$ cat config.mk
export PLATFORM = sky130hd
export DESIGN_NAME = pump_drive_guard
export DESIGN_NICKNAME = d
export VERILOG_FILES = /design/src/rtl/pump_drive_guard.sv
export SDC_FILE = /design/constraint.sdc
export NUM_CORES = 1
export LEC_CHECK = 0
export CORE_MARGIN = 2
export CORE_UTILIZATION = 59
export CTS_BUF_LIST = sky130_fd_sc_hd__clkbuf_8
export DETAILED_ROUTE_END_ITERATION = 7
export GPL_TIMING_DRIVEN = 0
export PLACE_DENSITY = 0.78
export SYNTH_ARGS = -nofsm -noshare
export SYNTH_HDL_FRONTEND = slang
export SYNTH_SLANG_ARGS = --single-unit
$ cat constraint.sdc
create_clock -name clk -period 2.6 [get_ports clk]
set_clock_uncertainty 0.15 [all_clocks]
set_input_delay 0.52 -clock clk [delete_from_list [all_inputs] [get_ports clk]]
set_output_delay 0.52 -clock clk [all_outputs]
set_load 0.1 [all_outputs]
$ cat src/rtl/pump_drive_guard.sv
// pump_drive_guard: gate-drive guard between the pump timer FSM and the two
// pump MOSFET gates. Each channel gets a soft-start PWM ramp, inrush
// staggering against the other channel, a minimum off-time after any stop,
// and a max-on-time watchdog with a latched fault.
//
// Ports
//   clk        in   1  system clock
//   rst_n      in   1  asynchronous, active-low reset
//   pump_req   in   2  level request per channel (bit0 = ch0, bit1 = ch1)
//   drv_en     in   1  global enable; low stops all running channels
//   fault_clr  in   1  single-cycle pulse, clears a latched fault
//   pump_drv   out  2  registered gate drive (PWM during ramp, 1 when on)
//   pump_on    out  2  registered, channel fully on
//   fault      out  2  latched watchdog fault per channel
module pump_drive_guard #(
  parameter int unsigned PWM_DIV       = 4,
  parameter logic [7:0]  RAMP_START    = 8'd64,
  parameter int unsigned RAMP_STEP_CYC = 400_000,
  parameter int unsigned MIN_OFF_CYC   = 200_000_000,
  parameter logic [31:0] MAX_ON_CYC    = 32'd3_000_000_000
) (
  input  logic       clk,
  input  logic       rst_n,
  input  logic [1:0] pump_req,
  input  logic       drv_en,
  input  logic       fault_clr,
  output logic [1:0] pump_drv,
  output logic [1:0] pump_on,
  output logic [1:0] fault
);

  localparam int unsigned NCH   = 2;
  localparam int unsigned CNT_W = 32;
  localparam int unsigned DUT_W = 8;

  localparam logic [CNT_W-1:0] DIV_LAST  = CNT_W'(PWM_DIV - 1);
  localparam logic [CNT_W-1:0] STEP_LAST = CNT_W'(RAMP_STEP_CYC - 1);
  localparam logic [CNT_W-1:0] OFF_LAST  = CNT_W'(MIN_OFF_CYC - 1);
  localparam logic [CNT_W-1:0] ON_LAST   = MAX_ON_CYC - CNT_W'(1);
  localparam logic [DUT_W-1:0] DUTY_MAX  = '1;

  typedef enum logic [2:0] {
    ST_OFF   = 3'd0,
    ST_RAMP  = 3'd1,
    ST_ON    = 3'd2,
    ST_COOL  = 3'd3,
    ST_FAULT = 3'd4
  } state_e;

  state_e           state_q [NCH];
  state_e           state_d [NCH];
  logic [DUT_W-1:0] duty_q  [NCH];
  logic [DUT_W-1:0] duty_d  [NCH];
  logic [CNT_W-1:0] step_q  [NCH];
  logic [CNT_W-1:0] step_d  [NCH];
  logic [CNT_W-1:0] on_q    [NCH];
  logic [CNT_W-1:0] on_d    [NCH];
  logic [CNT_W-1:0] off_q   [NCH];
  logic [CNT_W-1:0] off_d   [NCH];
  logic [NCH-1:0]   fault_d;
  logic [NCH-1:0]   grant_c;
  logic [NCH-1:0]   drv_c;
  logic [NCH-1:0]   on_c;

  logic [CNT_W-1:0] div_q;
  logic [DUT_W-1:0] pwm_q;

  // Shared free-running PWM counter, advanced once every PWM_DIV cycles.
  always_ff @(posedge clk or negedge rst_n) begin
    if (!rst_n) begin
      div_q <= '0;
      pwm_q <= '0;
    end else if (div_q >= DIV_LAST) begin
      div_q <= '0;
      pwm_q <= pwm_q + DUT_W'(1);
    end else begin
      div_q <= div_q + CNT_W'(1);
    end
  end

  // Channel state and counter registers.
  always_ff @(posedge clk or negedge rst_n) begin
    if (!rst_n) begin
      for (int i = 0; i < NCH; i++) begin
        state_q[i] <= ST_OFF;
        duty_q[i]  <= '0;
        step_q[i]  <= '0;
        on_q[i]    <= '0;
        off_q[i]   <= '0;
      end
      fault <= '0;
    end else begin
      for (int i = 0; i < NCH; i++) begin
        state_q[i] <= state_d[i];
        duty_q[i]  <= duty_d[i];
        step_q[i]  <= step_d[i];
        on_q[i]    <= on_d[i];
        off_q[i]   <= off_d[i];
      end
      fault <= fault_d;
    end
  end

  // Ramp admission: only one channel may be ramping at a time; ch0 wins a tie.
  always_comb begin
    grant_c    = '0;
    grant_c[0] = (state_q[0] == ST_OFF) && pump_req[0] && drv_en &&
                 (state_q[1] != ST_RAMP);
    grant_c[1] = (state_q[1] == ST_OFF) && pump_req[1] && drv_en &&
                 (state_q[0] != ST_RAMP) && !grant_c[0];
  end

  // Per-channel next-state, counters and fault latch.
  always_comb begin
    for (int i = 0; i < NCH; i++) begin
      state_d[i] = state_q[i];
      duty_d[i]  = duty_q[i];
      step_d[i]  = step_q[i];
      on_d[i]    = on_q[i];
      off_d[i]   = off_q[i];
    end
    fault_d = fault;

    for (int i = 0; i < NCH; i++) begin
      case (state_q[i])
        ST_OFF: begin
          if (grant_c[i]) begin
            state_d[i] = ST_RAMP;
            duty_d[i]  = RAMP_START;
            step_d[i]  = '0;
            on_d[i]    = '0;
          end
        end

        ST_RAMP, ST_ON: begin
          on_d[i] = on_q[i] + CNT_W'(1);
          // Watchdog outranks a simultaneous stop request.
          if (on_q[i] >= ON_LAST) begin
            state_d[i] = ST_FAULT;
            fault_d[i] = 1'b1;
          end else if (!pump_req[i] || !drv_en) begin
            state_d[i] = ST_COOL;
            off_d[i]   = '0;
          end else if (state_q[i] == ST_RAMP) begin
            if (step_q[i] >= STEP_LAST) begin
              step_d[i] = '0;
              if (duty_q[i] == DUTY_MAX) begin
                state_d[i] = ST_ON;
              end else begin
                duty_d[i] = duty_q[i] + DUT_W'(1);
              end
            end else begin
              step_d[i] = step_q[i] + CNT_W'(1);
            end
          end
        end

        ST_COOL: begin
          off_d[i] = off_q[i] + CNT_W'(1);
          if (off_q[i] >= OFF_LAST) begin
            state_d[i] = ST_OFF;
          end
        end

        ST_FAULT: begin
          if (fault_clr) begin
            state_d[i] = ST_COOL;
            off_d[i]   = '0;
            fault_d[i] = 1'b0;
          end
        end

        default: begin
          state_d[i] = ST_OFF;
        end
      endcase
    end
  end

  // Gate drive and on status derived from the current state and duty.
  always_comb begin
    drv_c = '0;
    on_c  = '0;
    for (int i = 0; i < NCH; i++) begin
      if (state_q[i] == ST_RAMP) begin
        drv_c[i] = (pwm_q < duty_q[i]);
      end else if (state_q[i] == ST_ON) begin
        drv_c[i] = 1'b1;
        on_c[i]  = 1'b1;
      end
    end
  end

  // Output registers, one cycle behind the state.
  always_ff @(posedge clk or negedge rst_n) begin
    if (!rst_n) begin
      pump_drv <= '0;
      pump_on  <= '0;
    end else begin
      pump_drv <= drv_c;
      pump_on  <= on_c;
    end
  end

endmodule

==> impl_metrics.toml <==
[status]
status = "finished with violations"
violations = "setup timing"

[cells_and_area]
finalNonFillerCells = 1980
design_area_um2 = 17200
mostFrequentLayoutCells = "dfrtp_1 (251), nor2_1 (156), nand2_1 (133)"
final_common_cell = "dfrtp_1"
final_nets = 1693
layout-drive-gt1-share = 0.227
diodes = 0
area_growth_pct = 27.6

[synth]
synth-async-reset-ratio = 1.00
synthCells = 1505
syn_area_um2 = 13500
synthFlopType = "dfrtp_1"
synth.avg_cell_area_um2 = 8.96
yosysUniqueCellTypes = 73
synth-seq-area-share = 0.482
synth_edf_count = 0
synth_seq_cells = 260
yosys_warnings = 0

[route]
first_iter_violations = 1100
drc = 0
postRouteAntennaNets = 0
routed-via-count = 12413
drt_wl_total_um = 35100
viasPerCell = 6.27
drt_first_pass_iters = 5
wl_per_cell_um = 17.7

[power_and_ir_drop]
p_leak_nw = 7.32
internal-power_mw = 8.57
combinationalPowerShare = 0.353
p_seq_frac = 0.381
clkPwrFrac = 0.266
power_mw = 14.1
power.switching_mw = 5.51
swShare = 0.391
p_per_area_nw_per_um2 = 818
vdd_drop_max_mv = 0.558

[setup_path]
reg2reg_to = "off_q[18]"
r2r_start = "on_q[17]"
crit_path_end_kind = "register"
path_class = "reg2reg"
cp_slowest_cell = "dfrtp_2"
reg2reg_slack_ns = -0.14
crit_start = "on_q[17]"
cp_cell_sequence = "nor4_4, o21a_1, a2bb2oi_4, nand3_2, maj3_2, o22ai_4, buf_6, a31oi_1"
required_ns = 2.87
timing.critical_path.slowest_cell_delay_ns = 0.44
cp-start-kind = "register"
endpoint = "off_q[18]"
r2r_cells = 8
cp_max_fo = 7
worst_ep_arrival_time_ns = 3.01

[timing]
final-hold-violation-count = 0
fmax_mhz = 365
setup_viol = 81
fin_crit_sh = 1.05
whs_ns = 0.300
drv_slew = 0
grt_setup_unrepaired = "yes"
setup_ws_ns = -0.142
max_slew_margin = 0.355
tightest_slew_ns = 0.971
fin_setup_tns_ns = -5.68
period_needed_ns = 2.74

[clocking]
root_buffer = "clkbuf_8"
cts_inserted_buffers = 44
clkTransAtPathRegs_ns = 0.06
h-tree-depth = 2
clkSinkCount = 260
clockBufferDepth = 3
cts_tree = "built"
insertion_delay_ns = 0.55

[placed_design]
placed_area_um2 = 14200
place_inst = 1832
gp_congestion = 0.907
hpwl_um = 19700
io_buffers = 11

[min_path]
hold_class = "reg2reg"

[global_routing]
antenna_found_initial = 0
grt_max_degree = 111
grt_pass1_vias = 11452
grt_overflow = 0
grt_usage = 0.264
grt_pass1_wl_um = 53500

[floorplanning]
dieArea_um2 = 24100
dieWidth_um = 155
rows = 55
num_io_pins = 12
die_h_um = 155
core_um2 = 22600
start_util = 0.598

[job]
maxCapViolCount = 0
## sequential cells by signal, summed over array words and instances, names as in the netlist
register and count:
duty_q 16, off_q 64, div_q 32, step_q 64
fault 2, pwm_q 8, pump_drv 2, pump_on 2
state_q 6, on_q 64
## cell families (layout without fill, tap and decap cells)
group	after synthesis	in the layout	synth area share
XOR/XNOR	57	57	0.0370
AND/OR/NAND/NOR	653	653	0.241
other	1	30	0.000278
adder cells (fa/ha/maj)	25	25	0.0230
buffers and inverters	120	280	0.0342
AO/OA/AOI/OAI	386	387	0.180
multiplexers	3	3	0.00232
flip-flops	260	260	0.482
## how the worst min path moves through the flow
stage	start	to	slack (ns)	cells past startpoint
2_1_floorplan	rst_n	div_q[0]	0.07	0
3_3_place_gp	div_q[0]	div_q[0]	0.27	1
3_5_place_dp	div_q[0]	div_q[0]	0.30	1
4_1_cts	div_q[0]	div_q[0]	0.30	1
5_1_grt	div_q[0]	div_q[0]	0.32	1
6_report	div_q[0]	div_q[0]	0.30	1
## through the flow
| stage | utilization | setup WS, ns |
|---|---|---|
| after floorplan | - | 0.00299 |
| after global placement | 0.624 | -10.18 |
| after detailed placement | 0.627 | -1.05 |
| after CTS | 0.704 | -0.0566 |
| after global routing | 0.762 | -0.219 |
| final | 0.762 | -0.142 |
## layout make-up
| type | instances | area [um^2] |
|---|---|---|
| fillers | 1425 | 5360 |
| well taps | 285 | 357 |
| multi-input cells | 1155 | 7900 |
| clock buffers | 56 | 771 |
| clock inverters | 22 | 131 |
| repair buffers | 90 | 932 |
| inverters | 61 | 229 |
| plain buffers | 51 | 374 |
| flip-flops and latches | 260 | 6520 |
## cell usage after synthesis (3+ instances only)
master / instances / area share
dfrtp_1: 260 / 0.48
nor2_1: 170 / 0.047
nand2_1: 140 / 0.039
o21ai_0: 121 / 0.045
a21oi_1: 81 / 0.030
nand3_1: 81 / 0.030
inv_1: 61 / 0.017
nor3_1: 51 / 0.019
clkbuf_1: 49 / 0.014
a31oi_1: 48 / 0.022
o31ai_1: 39 / 0.022
nand4_1: 38 / 0.018
xor2_1: 31 / 0.020
nor4_1: 27 / 0.013
xnor2_1: 26 / 0.017
ha_1: 24 / 0.022
and2_1: 23 / 0.011
and3_1: 22 / 0.010
nand2b_1: 19 / 0.0088
or3_1: 18 / 0.0083
nor2b_1: 17 / 0.0079
and4_1: 14 / 0.0091
o21ai_1: 14 / 0.0052
a21o_1: 11 / 0.0061
o21a_1: 10 / 0.0056
a41oi_1: 7 / 0.0045
a211oi_1: 6 / 0.0033
buf_2: 6 / 0.0022
or2_2: 6 / 0.0028
or4_1: 6 / 0.0033
nor3b_1: 5 / 0.0028
o22ai_1: 5 / 0.0023
o211ai_1: 4 / 0.0022
o41ai_1: 4 / 0.0026
a311o_1: 3 / 0.0022
a31o_2: 3 / 0.0019
buf_1: 3 / 0.00083
nand4b_1: 3 / 0.0019
## routing by layer
metal,vias to the layer above,track usage,share of wire
li1,5734,-,-
met4,0,0.0935,0.030
met1,6080,0.360,0.42
met5,-,0,0
met3,108,0.0384,0.059
met2,491,0.436,0.49
## worst max-delay path: cells and delay by family, from the launching register on
kind	cells	cell delay, ns
compound gates	4	0.97
fa+ha+maj	1	0.35
buf+inv	1	0.21
flops	1	0.44
simple gates	2	0.50
## power by group through the flow
| stage | sequential [mW] | clock (mW) | combinational (mW) |
|---|---|---|---|
| final | 5.37 | 3.74 | 4.97 |
| after global routing | 5.44 | 3.97 | 5.38 |
| after CTS | 5.26 | 3.78 | 4.07 |
| after detailed placement | 5.31 | 0 | 3.61 |
| after global placement | 5.28 | 0 | 3.49 |
| after floorplan | 5.35 | 0 | 2.52 |
## timing repair
| action | in CTS | in global routing |
|---|---|---|
| gates resized for setup | 162 | 243 |
| setup buffers | 26 | 39 |
| endpoints found under the setup margin | 190 | 192 |
| endpoints found under the hold margin | 65 | 0 |
| hold buffers | 1 | 0 |
| cloned | 8 | 5 |
| pin swaps | 34 | 81 |
(Power assumes the default switching activity.)
